$ cat src/rtl/seq_det_pkg.sv
// Shared constants for the programmable serial sequence detector.
// Holds output-mode encodings and default sizing.
package seq_det_pkg;

    localparam logic MODE_MOORE = 1'b0;
    localparam logic MODE_MEALY = 1'b1;

    localparam int DEF_MAX_LEN = 8;
    localparam int DEF_LEN_W   = 4;
    localparam int DEF_CNT_W   = 8;

endpackage

$ cat src/rtl/dff_vec.sv
// Parametrised-width D register with load enable.
// Asynchronous active-high reset clears the contents to zero.
module dff_vec #(
    parameter int W = 1
) (
    input  logic         clk,
    input  logic         reset,
    input  logic         i_en,
    input  logic [W-1:0] i_d,
    output logic [W-1:0] o_q
);

    logic [W-1:0] r_q;

    // Capture i_d on enabled edges; clear immediately on reset.
    always_ff @(posedge clk or posedge reset) begin
        if (reset) begin
            r_q <= '0;
        end else if (i_en) begin
            r_q <= i_d;
        end
    end

    assign o_q = r_q;

endmodule

$ cat src/rtl/seq_detect_param.sv
// Overlapping serial sequence detector with runtime pattern,
// length and Moore/Mealy output selection plus a match counter.
module seq_detect_param
    import seq_det_pkg::*;
#(
    parameter int MAX_LEN = DEF_MAX_LEN,
    parameter int LEN_W   = DEF_LEN_W,
    parameter int CNT_W   = DEF_CNT_W
) (
    input  logic               clk,
    input  logic               reset,
    input  logic               en,
    input  logic               din,
    input  logic [MAX_LEN-1:0] pattern,
    input  logic [LEN_W-1:0]   pat_len,
    input  logic               mode,
    input  logic               clr_cnt,
    output logic               match,
    output logic [CNT_W-1:0]   match_cnt,
    output logic               cfg_err
);

    localparam int FILL_W = $clog2(MAX_LEN + 1);

    logic [MAX_LEN-1:0] r_hist;
    logic [FILL_W-1:0]  r_fill;
    logic               r_moore;
    logic [CNT_W-1:0]   r_cnt;

    logic [MAX_LEN-1:0] w_hist_d;
    logic [FILL_W-1:0]  w_fill_d;
    logic [CNT_W-1:0]   w_cnt_d;
    logic               w_cnt_en;
    logic [MAX_LEN:0]   w_window;
    logic [MAX_LEN:0]   w_pat;
    logic [MAX_LEN:0]   w_mask;
    logic               w_bits_eq;
    logic               w_fill_ok;
    logic               w_cfg_err;
    logic               w_hit;

    // Select the low pat_len positions of the incoming window.
    always_comb begin
        w_mask = '0;
        for (int i = 0; i <= MAX_LEN; i++) begin
            w_mask[i] = (i < int'(pat_len));
        end
    end

    // The window includes din, so overlap needs no special case.
    assign w_window  = {r_hist, din};
    assign w_pat     = {1'b0, pattern};
    assign w_bits_eq = (((w_window ^ w_pat) & w_mask) == '0);

    assign w_cfg_err = (pat_len == '0) ||
                       (int'(pat_len) > MAX_LEN);

    // Suppress matches against the zeros left by reset.
    assign w_fill_ok = (int'(r_fill) + 1) >= int'(pat_len);

    assign w_hit = en && !w_cfg_err && w_fill_ok && w_bits_eq;

    assign w_hist_d = {r_hist[MAX_LEN-2:0], din};
    assign w_fill_d = (r_fill == FILL_W'(MAX_LEN)) ?
                      r_fill : r_fill + 1'b1;

    // Clear wins over a coincident hit; count saturates.
    assign w_cnt_en = clr_cnt || w_hit;
    assign w_cnt_d  = clr_cnt  ? '0    :
                      (&r_cnt) ? r_cnt :
                      r_cnt + 1'b1;

    dff_vec #(.W(MAX_LEN)) u_hist (
        .clk   (clk),
        .reset (reset),
        .i_en  (en),
        .i_d   (w_hist_d),
        .o_q   (r_hist)
    );

    dff_vec #(.W(FILL_W)) u_fill (
        .clk   (clk),
        .reset (reset),
        .i_en  (en),
        .i_d   (w_fill_d),
        .o_q   (r_fill)
    );

    dff_vec #(.W(1)) u_moore (
        .clk   (clk),
        .reset (reset),
        .i_en  (en),
        .i_d   (w_hit),
        .o_q   (r_moore)
    );

    dff_vec #(.W(CNT_W)) u_cnt (
        .clk   (clk),
        .reset (reset),
        .i_en  (w_cnt_en),
        .i_d   (w_cnt_d),
        .o_q   (r_cnt)
    );

    assign match     = (mode == MODE_MEALY) ? w_hit : r_moore;
    assign match_cnt = r_cnt;
    assign cfg_err   = w_cfg_err;

endmodule

$ cat config.mk
export PLATFORM = sky130hd
export DESIGN_NAME = seq_detect_param
export DESIGN_NICKNAME = d
export VERILOG_FILES = /design/src/rtl/seq_det_pkg.sv /design/src/rtl/dff_vec.sv /design/src/rtl/seq_detect_param.sv
export SDC_FILE = /design/constraint.sdc
export NUM_CORES = 1
export LEC_CHECK = 0
export CAP_MARGIN = 10
export CORE_MARGIN = 5
export CORE_UTILIZATION = 35
export CTS_CLUSTER_DIAMETER = 40
export DETAILED_ROUTE_END_ITERATION = 8
export PLACE_DENSITY = 0.64
export SYNTH_ARGS = -nofsm -noshare
export SYNTH_HDL_FRONTEND = slang
export SYNTH_SLANG_ARGS = --single-unit
$ cat constraint.sdc
create_clock -name clk -period 2.9 [get_ports clk]
set_clock_uncertainty 0.2 [all_clocks]
set_input_delay 0.29 -clock clk [delete_from_list [all_inputs] [get_ports clk]]
set_output_delay 0.29 -clock clk [all_outputs]
set_load 0.05 [all_outputs]
==> results of run 1 <==
==> routing by layer <==
metal / global-route usage / vias to the layer above / share of wire / routed length (µm)
met1: 0.145 / 476 / 0.47 / 1260
met3: 0.0145 / 4 / 0.033 / 88
met2: 0.197 / 20 / 0.48 / 1290
met4: 0.0521 / 0 / 0.018 / 49
met5: 0 / - / 0 / 0
li1: - / 502 / - / -
==> power breakdown <==
group          internal, µW  switching (µW)  leakage (µW)
clock network          76.8            94.0     0.0000210
logic                   176             168      0.000381
registers               332            65.5      0.000256
==> cell families after synthesis <==
family                   after synthesis
adder cells (fa/ha/maj)                7
XOR/XNOR                              14
flip-flops                            20
AND/OR/NAND/NOR                       33
buffers and inverters                 12
multiplexers                           9
AO/OA/AOI/OAI                         27
==> stage by stage <==
step           area [µm²]  setup slack (ns)  utilization  hold slack [ns]
2_1_floorplan        1220             0.492            -           0.0538
3_3_place_gp         1560             0.162        0.464            0.293
3_5_place_dp         1560             0.133        0.464            0.303
4_1_cts              1600             0.104        0.474            0.242
5_1_grt              1610            0.0232        0.479            0.290
6_report             1610             0.163        0.479            0.200
==> synthesized netlist by cell type, types with 2 or more instances <==
cell,count,share of area
o21ai_1,11,0.045
nand2_1,5,0.015
or3_1,6,0.031
ha_1,7,0.072
a31oi_1,2,0.010
xnor2_1,12,0.086
nand3_1,8,0.033
a211oi_1,2,0.012
inv_1,8,0.025
xor2_1,2,0.014
a21oi_1,7,0.029
mux2_2,7,0.065
dfrtp_1,20,0.41
nor2_1,2,0.0062
and3_1,4,0.021
nor3_1,2,0.0082
==> registers in the layout (all words and copies together) (netlist names) <==
name         cells
u_hist.o_q       7
u_moore.o_q      1
u_fill.o_q       4
u_cnt.o_q        8
==> cell type report <==
type                    instances  area, µm²  share of cell area
repair buffers                 30        300               0.186
multi-input cells              90        682               0.423
well taps                      46       57.6              0.0357
inverters                       9       33.8              0.0210
flip-flops and latches         20        500               0.311
clock buffers                   4       36.3              0.0225
==> worst paths after layout <==
path	slack [ns]	cells past startpoint	end
max	0.16	8	match
min	0.20	2	u_cnt.o_q[1]
max reg2reg	0.35	8	u_cnt.o_q[3]
min reg2reg	0.32	2	u_moore.o_q
max in group asynchronous	1.82	2	u_fill.o_q[2]
min in group clk	0.32	2	u_moore.o_q
==> worst register-to-register path, cell delays in order, from the launching register on <==
cell and delay, ns:
dfrtp_1 0.47, ha_1 0.28, xor2_1 0.16, ha_1 0.28
o21ai_0 0.08, o21ai_2 0.19, nand3_2 0.26, or3_1 0.42
a21oi_1 0.14
==> summary.txt, run 1 <==
Status
  – Status: complete, no violations

Yosys
  – Syn avg cell area: 10.0 µm²
  – Xor/xnor share of the synthesized area: 0.101
  – Sequential area share after synthesis: 0.410
  – Largest family of logic cells by synthesized area: simple AND/OR/NAND/NOR gates
  – Adder-Cell Fraction of Synth Area: 0.0718
  – Simple-Gate Fraction of Synth Area: 0.160
  – Warnings from Yosys: 0
  – Ys flop type: dfrtp_1
  – Mapped Area: 1220 µm²
  – Async SR Flop Fraction: 1.00
  – Mux share of post-synthesis cell area: 0.0821
  – Post-synthesis sequential element count: 20
  – Syn Inst Count: 122
  – Unique masters post-synth: 33
  – Syn nets: 147
  – Number of synthesized flops with an enable pin: 0
  – Post-synthesis compound-gate area fraction: 0.132

Setup path
  – CP dominant cell by count: o21ai_1
  – WP data arrival: 2.25 ns
  – Crit. Startpoint: pat_len[1]
  – WP data required: 2.41 ns
  – Kind of critical path: in -> out
  – Slowest CP cell: clkdlybuf4s50_1
  – CP bufs+invs: 2
  – Worst Path Max Fanout: 6
  – Worst setup SP type: input pin
  – Crit-path leading delay family: buffers and inverters
  – Crit. End Element: primary output
  – Peak per-stage delay on the critical path: around 0.52 ns
  – Crit-path cells: clkdlybuf4s50_1 -> nor3b_2 -> o21ai_1 -> o32ai_2 -> nor4b_4 -> nand3_1 -> o21ai_1 -> buf_12
  – Worst r2r src: u_fill.o_q[0]

Route
  – Via count: between 1k and 1.5k
  – DRT Pass-1 Iters: 4
  – Wire length per cell: approximately 13 µm
  – Via density: 5.04
  – Iter 0 DRT Violations: 38
  – ANT nets after route: 0
  – Drt total wl: 2.68 mm
  – Residual DRC: 0

Die
  – Die height: 69.0 µm
  – Initial core utilization: 0.363
  – Core Area: 3360 µm²
  – Die area: 4770 µm²
  – IO Pins: 28
  – Site row count: 21
  – Die Wd: just under 70 µm

Global routing
  – Vias in the first global route: around 1.1k
  – First-pass GRT wire length: 4.62 mm
  – Global route overflow: 0
  – Total global-route track usage: 0.116
  – Initial antenna violation count: 0
  – Pin count of the biggest net entering global routing: 21

Final layout
  – Number of nets in the layout: approximately 180
  – Commonest non-fill, non-tap cell in the layout: clkdlybuf4s50_1
  – Layout cell share with drive strength beyond 1: 0.150
  – Antenna cells: 0
  – Most frequent cells in the layout: 25 x clkdlybuf4s50_1, 20 x dfrtp_1, 12 x xnor2_1, 11 x o21ai_1
  – Fillers: 344
  – Fin cells: 199
  – Synth-to-Final Area Change: 32.0%

STA
  – Final setup vio count: 0
  – Setup TNS: 0 ns
  – Minimum clock period: roughly 2.7 ns
  – Fin. max-slew vios: 0
  – Worst slew pin tran: 0.776 ns
  – Final Hold Fails: 0
  – Slew headroom: 0.482
  – Setup repair after global routing missed its margin: no
  – Period utilization: 0.944
  – Fmax: 365 MHz

Power and ir drop
  – LEAKAGE: approximately 0.00066 µW
  – PwrDens: 566 nW/µm²
  – Total design power: between 900 and 1000 µW
  – Worst VDD drop: ~0.26 mV

Clock tree
  – # hold bufs at CTS: 0
  – CTS tree: done
  – Clock sinks: 20
  – Clock Latency Late Sink: about 0.31 ns
  – CTS Buf Count: 3
  – CTS Buffer Depth: 2
  – Setup Fix Bufs, Post-CTS: 0
  – CTS root buf: clkbuf_4
  – Clock slew at reported path FFs: 0.12 ns
  – Resized cells post-CTS: 0
  – H-tree Lvls: 1

Place
  – I/O Buffers: 27
  – Final RePlAce weighted congestion: 0.844
  – Placed insts: 195
  – Post-DP HPWL: 2.08 mm

Job
  – Max-Cap Viols: 0

Worst hold path
  – Worst hold path type: in -> async
No activity file was read; power rests on OpenSTA's default activity.
==> run 2, diff against run 1 <==
--- a/config.mk
+++ b/config.mk
@@ -5,7 +5,6 @@
 export SDC_FILE = /design/constraint.sdc
 export NUM_CORES = 1
 export LEC_CHECK = 0
-export CAP_MARGIN = 10
 export CORE_MARGIN = 5
 export CORE_UTILIZATION = 35
 export CTS_CLUSTER_DIAMETER = 40
==> constraint.sdc (replaced) <==
create_clock -name clk -period 2.9 [get_ports clk]
set_clock_uncertainty 0.2 [all_clocks]
set_input_delay 0.725 -clock clk [delete_from_list [all_inputs] [get_ports clk]]
set_output_delay 0.725 -clock clk [all_outputs]
set_load 0.05 [all_outputs]
==> run 2 against run 1 <==
- the flow now finishes with violations (negative setup slack)
- register-to-register slack got worse by 0.02 ns
- sequential share of layout area shrank 2.6 points
- non-clock buffer count up 11
- final area increased by 9.2%
- highest routed layer unchanged
==> summary.txt, run 2 (synthesized netlist as in run 1, its figures left out) <==
Status
  – Status: finished with violations
  – Failing checks: negative setup slack

STA
  – Hold_ws: 0.353 ns
  – Final setup vio count: 1
  – Minimum clock period: 3.07 ns
  – Period utilization: 1.06
  – Slew headroom: 0.500
  – Worst slew pin tran: 0.750 ns
  – Final Hold Fails: 0
  – Setup repair after global routing missed its margin: yes
  – Fin. max-slew vios: 0
  – Fmax: 326 MHz
  – Final setup margin: -0.166 ns

Die
  – Die Wd: 69.0 µm
  – IO Pins: 28
  – Die height: between 60 and 70 µm
  – Die area: 4770 µm²
  – Initial core utilization: 0.363
  – Site row count: 21
  – Core Area: roughly 3400 µm²

Final layout
  – Layout cell share with drive strength beyond 1: 0.293
  – Largest register FFs: 8
  – Fillers: 335
  – Antenna cells: 0
  – Design area: ~1800 µm²
  – Commonest non-fill, non-tap cell in the layout: dfrtp_1
  – Most frequent cells in the layout: 20 x dfrtp_1, 14 x buf_4, 12 x clkdlybuf4s50_1, 10 x o21ai_1, 9 x xnor2_1
  – Synth-to-Final Area Change: 44.2%
  – Number of nets in the layout: 190

Setup path
  – Kind of critical path: in -> out
  – Worst setup SP type: input pin
  – Worst Path Max Fanout: 2
  – WP data required: roughly 2.0 ns
  – WP data arrival: about 2.1 ns
  – Crit. End Element: primary output

Place
  – Post-DP HPWL: 2.13 mm
  – I/O Buffers: 27
  – Final RePlAce weighted congestion: 0.803
  – Cell area after placement: 1660 µm²

Global routing
  – Global route overflow: 0
  – First-pass GRT wire length: 4.72 mm
  – Pin count of the biggest net entering global routing: 21
  – Vias in the first global route: 1097
  – Total global-route track usage: 0.118
  – Initial antenna violation count: 0

Route
  – Via count: 1042
  – Residual DRC: 0
  – Iter 0 DRT Violations: 33
  – Wire length per cell: 13.2 µm
  – DRT Pass-1 Iters: 4
  – Via density: 4.96
  – ANT nets after route: 0
  – Drt total wl: 2.78 mm

Power and ir drop
  – LEAKAGE: 0.000764 µW
  – Total design power: roughly 1000 µW
  – Worst VDD drop: 0.427 mV
  – PwrDens: 594 nW/µm²

Job
  – Max-Cap Viols: 0

Worst hold path
  – Worst hold path type: reg -> reg

Clock tree
  – Clock Latency Late Sink: 0.30 ns
  – Clock slew at reported path FFs: 0.12 ns
  – CTS Buffer Depth: 2
  – CTS tree: done
  – # hold bufs at CTS: 0
  – CTS Buf Count: 3
  – Clock sinks: 20
  – H-tree Lvls: 1
  – CTS root buf: clkbuf_4
run 2: cell count changes in the layout (fill, tap and decap cells not counted), moves of 2 or more:
cell,change
dlygate4sd2_1,+5
clkdlybuf4s50_1,-13
buf_2,+2
xnor2_1,-3
xnor2_2,+3
buf_4,+10
clkbuf_2,+2
run 2: layout make-up:
cell class,count,area (µm²),area share
Inverter,9,33.8,0.0192
Multi-Input combinational cell,90,738,0.420
Tap cell,46,57.6,0.0327
Sequential cell,20,500,0.284
Clock buffer,3,22.5,0.0128
Timing Repair Buffer,41,377,0.214
Clock inverter,1,30.0,0.0171
run 2: power by group:
group	internal (µW)	total (µW)	leakage (µW)	switching (µW)
clock network	140	231	0.0000279	91.4
logic	226	414	0.000480	188
registers	332	399	0.000256	67.2
run 2: final timing paths:
check                      cells after the start  slack, ns           from            end
max                                            8      -0.17     pat_len[3]          match
min                                            1       0.35  u_fill.o_q[3]  u_fill.o_q[3]
min in group asynchronous                      2       0.63          reset  u_hist.o_q[0]
max in group asynchronous                      2       1.40          reset  u_fill.o_q[1]
max reg2reg                                    9       0.33  u_fill.o_q[0]   u_cnt.o_q[5]
min reg2reg                                    1       0.35  u_fill.o_q[3]  u_fill.o_q[3]
run 2: metrics by stage:
step                       util  worst slack (ns)  std cells  setup TNS, ns
final                     0.523            -0.166        210         -0.166
after global routing      0.523            -0.245        210         -0.245
after CTS                 0.523            -0.148        210         -0.148
after detailed placement  0.495            -0.591        204          -2.94
after global placement    0.495            -0.539        204          -2.74
after floorplan               -            0.0213        122              0
run 2: routing by layer:
| metal | vias to the layer above | share of wire | track usage |
|---|---|---|---|
| met5 | - | 0 | 0 |
| li1 | 520 | - | - |
| met4 | 0 | 0.012 | 0.0456 |
| met3 | 2 | 0.025 | 0.0189 |
| met1 | 502 | 0.46 | 0.147 |
| met2 | 18 | 0.51 | 0.202 |
run 2: what timing repair did:
action | CTS | global route
pin swaps | 16 | 6
gates resized for setup | 36 | 4
setup endpoints to repair | 2 | 1
setup buffers | 2 | 0
run 2: worst max-delay path, stage by stage:
cell and delay (ns):
buf_8 0.10, nor3b_4 0.18, o21ai_1 0.10, o32ai_2 0.35
nor4b_4 0.31, nand3_2 0.14, o21ai_4 0.09, buf_12 0.15
==> run 3, diff against run 2 <==
==> constraint.sdc (replaced) <==
create_clock -name clk -period 3.8 [get_ports clk]
set_clock_uncertainty 0.2 [all_clocks]
set_input_delay 0.95 -clock clk [delete_from_list [all_inputs] [get_ports clk]]
set_output_delay 0.95 -clock clk [all_outputs]
set_load 0.05 [all_outputs]
==> run 3 against run 2 <==
- the run now ends clean
- hold slack got worse by 0.0077 ns
- power decreased by 28%
- sequential cell count unchanged
- sequential share of layout area increased by 1.0 points
- combinational power decreased by 26%
- critical path type unchanged
==> summary.txt, run 3 (synthesized netlist as in run 1, its figures left out) <==
Status
  – Status: complete, no violations

Place
  – Final RePlAce weighted congestion: 0.807
  – I/O Buffers: 27
  – Placed insts: 202
  – Post-DP HPWL: 2.16 mm

Final layout
  – Antenna cells: 0
  – Register area: between 500 and 600 µm²
  – Area of the multi-input gates: 701 µm²
  – Commonest non-fill, non-tap cell in the layout: dfrtp_1
  – Most frequent cells in the layout: 20 x dfrtp_1, 19 x clkdlybuf4s50_1, 12 x xnor2_1, 10 x o21ai_1, 10 x buf_4
  – Largest register FFs: 8
  – Fin cells: 206
  – Synth-to-Final Area Change: 39.2%
  – Layout cell share with drive strength beyond 1: 0.206
  – Fillers: 332
  – Number of nets in the layout: 186

Power and ir drop
  – Sequential share of power: 0.409
  – PwrDens: between 400 and 500 nW/µm²
  – Worst VDD drop: 0.155 mV
  – Sw power: 268 µW
  – Clk pwr share: 0.179
  – LEAKAGE: 0.000734 µW
  – Gate power share: 0.412
  – Total design power: 747 µW
  – Switching Fraction: 0.359
  – Int Pwr: approximately 480 µW

Global routing
  – Global route overflow: 0
  – First-pass GRT wire length: 4.69 mm
  – Pin count of the biggest net entering global routing: 21
  – Total global-route track usage: 0.118
  – Vias in the first global route: 1072
  – Initial antenna violation count: 0

Route
  – Via count: 1078
  – Drt total wl: 2.78 mm
  – Wire length per cell: 13.5 µm
  – ANT nets after route: 0
  – Iter 0 DRT Violations: 44
  – DRT Pass-1 Iters: 6
  – Via density: 5.23
  – Residual DRC: 0

STA
  – Final setup vio count: 0
  – Period utilization: 0.989
  – Final Hold Fails: 0
  – Worst slew pin tran: 0.775 ns
  – Fin. max-slew vios: 0
  – Slew headroom: 0.483
  – Setup repair after global routing missed its margin: no
  – Minimum clock period: ~3.8 ns
  – Fmax: around 270 MHz
  – Hold_ws: roughly 0.34 ns

Setup path
  – Crit. End Element: primary output
  – Kind of critical path: in -> out
  – WP data required: 2.65 ns
  – Worst r2r src: u_fill.o_q[0]
  – Worst setup SP type: input pin
  – Worst reg2reg path depth: 9
  – WP data arrival: 2.61 ns
  – R2R Setup Slk: 1.17 ns
  – Worst Path Max Fanout: 2
  – R2r endpoint: u_cnt.o_q[5]

Worst hold path
  – Worst hold start: u_moore.o_q
  – Worst hold path type: reg -> reg
  – Hold Crit Depth: 2
  – Worst Hold Path EP: u_moore.o_q

Die
  – Site row count: 21
  – Die Wd: 69.0 µm
  – Initial core utilization: 0.363
  – IO Pins: 28
  – Die height: approximately 69 µm
  – Core Area: approximately 3400 µm²
  – Die area: 4770 µm²

Clock tree
  – CTS Buffer Depth: 2
  – Clock sinks: 20
  – CTS Buf Count: 3
  – CTS root buf: clkbuf_4
  – Setup Fix Bufs, Post-CTS: 0
  – Clock Latency Late Sink: between 0.3 and 0.4 ns
  – CTS tree: done
  – Clock slew at reported path FFs: around 0.13 ns
  – H-tree Lvls: 1

Job
  – Max-Cap Viols: 0
## run 3: cell type report
class,instances,share of cell area
Inverter,9,0.0199
Timing Repair Buffer,37,0.217
Multi-Input combinational cell,90,0.413
Clock buffer,4,0.0214
Sequential cell,20,0.295
Tap cell,46,0.0339
## run 3: power groups by stage
stage          Combinational (µW)  Clock (µW)  Sequential [µW]
2_1_floorplan                 195           0              297
3_3_place_gp                  279           0              305
3_5_place_dp                  293           0              308
4_1_cts                       311         136              304
5_1_grt                       340         143              311
6_report                      308         133              305
## run 3: how the worst max path moves through the flow
stage          slack [ns]  startpoint  depth (start not counted)    end
4_1_cts              0.03  pat_len[0]                          8  match
3_5_place_dp        -0.22  pat_len[3]                          8  match
2_1_floorplan        0.07  pat_len[0]                          5  match
5_1_grt             0.006  pattern[6]                          8  match
6_report             0.04  pattern[6]                          8  match
3_3_place_gp        -0.18  pat_len[2]                          8  match
## run 3: layer usage
metal | global-route usage | vias to the layer above | wire [µm]
met3 | 0.0160 | 4 | 110
met1 | 0.146 | 521 | 1220
met2 | 0.197 | 40 | 1390
met5 | 0 | - | 0
met4 | 0.0607 | 0 | 51
li1 | - | 513 | -
## run 3: what timing repair did
action | 4_1_cts | 5_1_grt
hold buffers | 0 | 0
setup endpoints to repair | 1 | 1
resized for setup | 9 | 3
pin swaps | 4 | 4
hold endpoints to repair | 0 | 0
## run 3: worst max-delay path, cell delays in order
cell             delay, ns
clkdlybuf4s50_1       0.47
xnor2_1               0.13
a31oi_1               0.07
o32ai_2               0.34
nor4b_4               0.27
nand3_1               0.12
o21ai_2               0.09
buf_12                0.15
## run 3: per-stage QoR
| step | area (µm²) | util | TNS (ns) | setup slack [ns] |
|---|---|---|---|---|
| 2_1_floorplan | 1220 | - | 0 | 0.0719 |
| 3_3_place_gp | 1620 | 0.483 | -0.181 | -0.181 |
| 3_5_place_dp | 1620 | 0.483 | -0.215 | -0.215 |
| 4_1_cts | 1690 | 0.503 | 0 | 0.0259 |
| 5_1_grt | 1700 | 0.505 | 0 | 0.00577 |
| 6_report | 1700 | 0.505 | 0 | 0.0408 |
==> variant 1 (config.mk and constraints of run 3) <==
Add an input register stage for `en`, `din`, `pattern`, `pat_len`, `mode` and `clr_cnt`; this delays them by one clock.
--- a/src/rtl/seq_detect_param.sv
+++ b/src/rtl/seq_detect_param.sv
@@ -22,6 +22,22 @@
 
     localparam int FILL_W = $clog2(MAX_LEN + 1);
 
+    logic en_q;
+    logic din_q;
+    logic [MAX_LEN-1:0] pattern_q;
+    logic [LEN_W-1:0] pat_len_q;
+    logic mode_q;
+    logic clr_cnt_q;
+
+    always_ff @(posedge clk) begin
+        en_q      <= en;
+        din_q     <= din;
+        pattern_q <= pattern;
+        pat_len_q <= pat_len;
+        mode_q    <= mode;
+        clr_cnt_q <= clr_cnt;
+    end
+
     logic [MAX_LEN-1:0] r_hist;
     logic [FILL_W-1:0]  r_fill;
     logic               r_moore;
@@ -43,37 +59,37 @@
     always_comb begin
         w_mask = '0;
         for (int i = 0; i <= MAX_LEN; i++) begin
-            w_mask[i] = (i < int'(pat_len));
+            w_mask[i] = (i < int'(pat_len_q));
         end
     end
 
     // The window includes din, so overlap needs no special case.
-    assign w_window  = {r_hist, din};
-    assign w_pat     = {1'b0, pattern};
+    assign w_window  = {r_hist, din_q};
+    assign w_pat     = {1'b0, pattern_q};
     assign w_bits_eq = (((w_window ^ w_pat) & w_mask) == '0);
 
-    assign w_cfg_err = (pat_len == '0) ||
-                       (int'(pat_len) > MAX_LEN);
+    assign w_cfg_err = (pat_len_q == '0) ||
+                       (int'(pat_len_q) > MAX_LEN);
 
     // Suppress matches against the zeros left by reset.
-    assign w_fill_ok = (int'(r_fill) + 1) >= int'(pat_len);
+    assign w_fill_ok = (int'(r_fill) + 1) >= int'(pat_len_q);
 
-    assign w_hit = en && !w_cfg_err && w_fill_ok && w_bits_eq;
+    assign w_hit = en_q && !w_cfg_err && w_fill_ok && w_bits_eq;
 
-    assign w_hist_d = {r_hist[MAX_LEN-2:0], din};
+    assign w_hist_d = {r_hist[MAX_LEN-2:0], din_q};
     assign w_fill_d = (r_fill == FILL_W'(MAX_LEN)) ?
                       r_fill : r_fill + 1'b1;
 
     // Clear wins over a coincident hit; count saturates.
-    assign w_cnt_en = clr_cnt || w_hit;
-    assign w_cnt_d  = clr_cnt  ? '0    :
+    assign w_cnt_en = clr_cnt_q || w_hit;
+    assign w_cnt_d  = clr_cnt_q ? '0    :
                       (&r_cnt) ? r_cnt :
                       r_cnt + 1'b1;
 
     dff_vec #(.W(MAX_LEN)) u_hist (
         .clk   (clk),
         .reset (reset),
-        .i_en  (en),
+        .i_en  (en_q),
         .i_d   (w_hist_d),
         .o_q   (r_hist)
     );
@@ -81,7 +97,7 @@
     dff_vec #(.W(FILL_W)) u_fill (
         .clk   (clk),
         .reset (reset),
-        .i_en  (en),
+        .i_en  (en_q),
         .i_d   (w_fill_d),
         .o_q   (r_fill)
     );
@@ -89,7 +105,7 @@
     dff_vec #(.W(1)) u_moore (
         .clk   (clk),
         .reset (reset),
-        .i_en  (en),
+        .i_en  (en_q),
         .i_d   (w_hit),
         .o_q   (r_moore)
     );
@@ -102,7 +118,7 @@
         .o_q   (r_cnt)
     );
 
-    assign match     = (mode == MODE_MEALY) ? w_hit : r_moore;
+    assign match     = (mode_q == MODE_MEALY) ? w_hit : r_moore;
     assign match_cnt = r_cnt;
     assign cfg_err   = w_cfg_err;
 
Behaviour: not the same (Yosys sat finds a counterexample within 4 cycles, from zero or initial values and one cycle with reset high).
==> variant 1 against run 3 <==
Setup slack better by 0.18 ns. Cell area up 17%. Utilization shrank 4.4 points. Total power rose by 41%. Combinational power down 24%. Sequential cell count grew 16. Worst hold slack worse by 0.011 ns. Area after synthesis rose by 27%. Wire length grew 7.4%. Die area rose by 23%. Clock power rose by 150%. Critical path type is now flip-flop to primary output. Largest power group is now sequential cells.
==> variant 1: results (changes against run 3) <==
{| class="wikitable"
! Metric !! Value
|-
| Result of the run || finished clean (unchanged)
|-
| Clock root buffer || sky130_fd_sc_hd__clkbuf_8 (was sky130_fd_sc_hd__clkbuf_4)
|-
| CTS Buf Count || 5 (was 3)
|-
| Detailed-route via count || 1141 (was 1078)
|-
| DP Wirelength || 2.28 mm (was 2.16 mm)
|-
| Number of cells on the worst reg-to-reg path || 8 (was 9)
|-
| VDD IR max || 0.291 mV (was 0.155 mV)
|-
| Arrival time of data at the critical path endpoint || 2.43 ns (was 2.61 ns)
|-
| Reg-to-reg critical path endpoint || u_cnt.o_q[3] (was u_cnt.o_q[5])
|-
| Share of layout cells above drive strength 1 || 14.2% (was 20.6%)
|-
| Portion of the post-synthesis area used by sequential elements || 53.0% (was 41.0%)
|-
| Wire length of the first global-routing pass || 5.06 mm (was 4.69 mm)
|-
| GRT Resource Usage Total || 10.7% (was 11.8%)
|-
| Number of instances on the worst hold path || 1 (was 2)
|-
| Share of synthesized flip-flops with an asynchronous set or reset || 55.6% (was 100%)
|-
| CTS H-tree lvls || 2 (was 1)
|-
| Cell with the largest stage delay on the worst path || sky130_fd_sc_hd__dfrtp_1 (was sky130_fd_sc_hd__clkdlybuf4s50_1)
|-
| Gpl congestion || 0.811 (was 0.807)
|-
| Width of the chip || 76.5 µm (was 69.0 µm)
|-
| Flop2flop setup slack || 1.12 ns (was 1.17 ns)
|-
| Average routed wire per standard cell || 13.5 µm (about the same)
|-
| P_leak || 0.827 nW (was 0.734 nW)
|-
| Most common library cells after synthesis || 20 x sky130_fd_sc_hd__dfrtp_1, 16 x sky130_fd_sc_hd__dfxtp_1, 12 x sky130_fd_sc_hd__o21ai_0 (was 20 x sky130_fd_sc_hd__dfrtp_1, 12 x sky130_fd_sc_hd__xnor2_1, 11 x sky130_fd_sc_hd__o21ai_1)
|-
| Hold endpoint || u_hist.o_q[0] (was u_moore.o_q)
|-
| Net count after synthesis || 161 (was 147)
|}
-- variant 1: metrics by stage --
stage	setup WS, ns	hold slack [ns]	area, µm²	instances
floorplan	0.302	0.285	1550	136
global placement	0.608	0.294	1880	213
detailed placement	0.524	0.324	1880	213
CTS	0.188	0.340	1990	221
global route	0.0225	0.368	1990	221
finish	0.219	0.334	1990	221
-- variant 1: logic make-up (layout without fill, tap and decap cells) --
logic type	after synthesis	in the layout	share of synthesized area, %
adder cells (fa/ha/maj)	7	7	5.66
flip-flops	36	36	53.0
buffers and inverters	10	43	2.91
AO/OA/AOI/OAI	24	24	9.22
multiplexers	10	10	7.11
AND/OR/NAND/NOR	34	34	13.6
XOR/XNOR	15	15	8.49
-- variant 1: area by class of cell --
class / instances / share of cell area (%)
Tap cell: 52 / 3.26
Multi-Input combinational cell: 90 / 34.2
Clock buffer: 5 / 3.45
Inverter: 7 / 1.32
Sequential cell: 36 / 41.2
Clock inverter: 3 / 2.13
Timing Repair Buffer: 28 / 14.4
-- variant 1: worst max path at each step --
stage	end	slack, ns	cells after the start	startpoint
CTS	match	0.19	8	u_fill.o_q[0]
finish	match	0.22	8	u_fill.o_q[0]
global route	match	0.02	8	u_fill.o_q[0]
global placement	match	0.61	8	u_fill.o_q[0]
detailed placement	match	0.52	8	u_fill.o_q[0]
floorplan	match	0.30	7	u_fill.o_q[0]
-- variant 1: power groups by stage --
stage	registers, mW	logic, mW	clock network, mW
2_1_floorplan	0.483	0.181	0
3_3_place_gp	0.492	0.227	0
3_5_place_dp	0.497	0.240	0
4_1_cts	0.490	0.241	0.340
5_1_grt	0.498	0.277	0.353
6_report	0.489	0.235	0.326
-- variant 1: per-layer routing --
metal,wire (µm),global-route usage [%]
met2,1510,18.1
met3,230,4.96
met1,1170,10.4
met4,73,6.99
met5,0,0
-- variant 1: worst max-delay path, delay by kind of cell, from the launching register on --
family,cells,cell delay (ns)
AOI/OAI and AO/OA,2,0.38
adders and majority gates,2,0.56
DFF,1,0.45
and+or+nand+nor,1,0.15
buffers and inverters,1,0.18
muxes,1,0.26
xor gates and xnor gates,1,0.16
==> variant 2 (flow settings as in run 3) <==
Made on the original files. `DEF_CNT_W`: 8 -> 10.
--- a/src/rtl/seq_det_pkg.sv
+++ b/src/rtl/seq_det_pkg.sv
@@ -7,7 +7,7 @@
 
     localparam int DEF_MAX_LEN = 8;
     localparam int DEF_LEN_W   = 4;
-    localparam int DEF_CNT_W   = 8;
+    localparam int DEF_CNT_W   = 10;
 
 endpackage
 
Interface: changed (resized match_cnt); port bits go from 28 to 30. No check against the original RTL was run, so the function may have changed too.
==> variant 2 against run 3 <==
Cell area grew 9.9%. Total power grew 4.5%. Sequential cell count grew 2. Setup slack gained 0.096 ns. Area after synthesis grew 9.8%. Non-clock buffer count grew 4. Die area grew 8.4%. Wire length grew 12%. Critical path type unchanged. Largest cell class unchanged.
==> variant 2: results (changes against run 3) <==
{| class="wikitable"
! Metric !! Value
|-
| Result of the run || finished clean (unchanged)
|-
| Share of layout cells above drive strength 1 || 21.0% (was 20.6%)
|-
| Post-Synth Adder-Cell Area || 6.54% (was 7.18%)
|-
| Net Sw Frac || 33.6% (was 35.9%)
|-
| Part of the power in combinational logic || 40.2% (was 41.2%)
|-
| Clock root buffer || sky130_fd_sc_hd__clkbuf_8 (was sky130_fd_sc_hd__clkbuf_4)
|-
| Number of logic inverters in the finished layout || 8 (was 9)
|-
| Largest register FFs || 10 (was 8)
|-
| Wire length of the first global-routing pass || 5.48 mm (was 4.69 mm)
|-
| Area post-placement || 0.00179 mm² (was 0.00162 mm²)
|-
| Met3 demand-to-capacity share in global routing || 2.66% (was 1.60%)
|-
| GR met2 Demand/Resource || 23.4% (was 19.7%)
|-
| Resized Gates After CTS || 11 (was 9)
|-
| Port Buf Inserts || 29 (was 27)
|-
| Non-Clock Buffer Area Fraction || 21.2% (was 21.7%)
|-
| Clock latency on the worst-skew pair || 0.25 ns (was 0.32 ns)
|-
| Number of sequential cells || 22 (was 20)
|-
| Number of global-route vias before repair || 1225 (was 1072)
|-
| Total length of routed met2 wires || 1.61 mm (was 1.39 mm)
|-
| Met3 layer wire length in the routed design || 152 µm (was 110 µm)
|-
| Portion of the post-synthesis area used by sequential elements || 41.1% (was 41.0%)
|-
| Area taken by flip-flops and latches || 551 µm² (was 500 µm²)
|-
| CTS clk-pin slew, worst paths || 0.07 ns (was 0.13 ns)
|-
| Most common library cells after synthesis || 22 x sky130_fd_sc_hd__dfrtp_1, 12 x sky130_fd_sc_hd__xnor2_1, 11 x sky130_fd_sc_hd__o21ai_0 (was 20 x sky130_fd_sc_hd__dfrtp_1, 12 x sky130_fd_sc_hd__xnor2_1, 11 x sky130_fd_sc_hd__o21ai_1)
|-
| Total Routed Length || 3.12 mm (was 2.78 mm)
|-
| Syn Area/Cell || 9.93 µm² (was 10.0 µm²)
|-
| 1st-iter DRT viols || 74 (was 44)
|-
| Non-filler cells, final || 224 (was 206)
|-
| Number of unique standard cell types used by synthesis || 34 (was 33)
|-
| Complex-gate fraction of the synthesized area || 13.6% (was 13.2%)
|-
| CP peak stage delay || 0.44 ns (was 0.47 ns)
|-
| Detailed-route wire length on metal 1 || 1.35 mm (was 1.22 mm)
|-
| Number of placed cells counting well taps || 221 (was 202)
|-
| Multi-input gate count || 102 (was 90)
|-
| DP Wirelength || 2.49 mm (was 2.16 mm)
|-
| GRT Resource Usage Total || 13.0% (was 11.8%)
|-
| Multiplexer share of the synthesized area || 7.47% (was 8.21%)
|-
| Routed via count divided by cell count || 5.19 (was 5.23)
|}
variant 2: cell types whose count changed in the layout (fill, tap and decap cells not counted), sizes merged, moves of 2 or more:
cell / run 3 / this run
o22ai: 1 / 3
nand4: 1 / 4
or4: 0 / 2
nand2: 5 / 7
and3: 4 / 1
dfrtp: 20 / 22
o21ai: 13 / 11
dlymetal6s2s: 3 / 0
buf: 12 / 14
clkdlybuf4s50: 19 / 23
o31ai: 0 / 2
variant 2: worst paths after layout:
check | start | end | slack, ns | depth (start not counted)
setup / recovery | din | match | 0.14 | 8
hold / removal | u_moore.o_q | u_moore.o_q | 0.35 | 2
setup reg to reg | u_fill.o_q[0] | u_cnt.o_q[3] | 1.12 | 10
hold reg to reg | u_moore.o_q | u_moore.o_q | 0.35 | 2
max in group asynchronous | reset | u_hist.o_q[1] | 1.90 | 2
min in group asynchronous | reset | u_fill.o_q[3] | 0.97 | 2
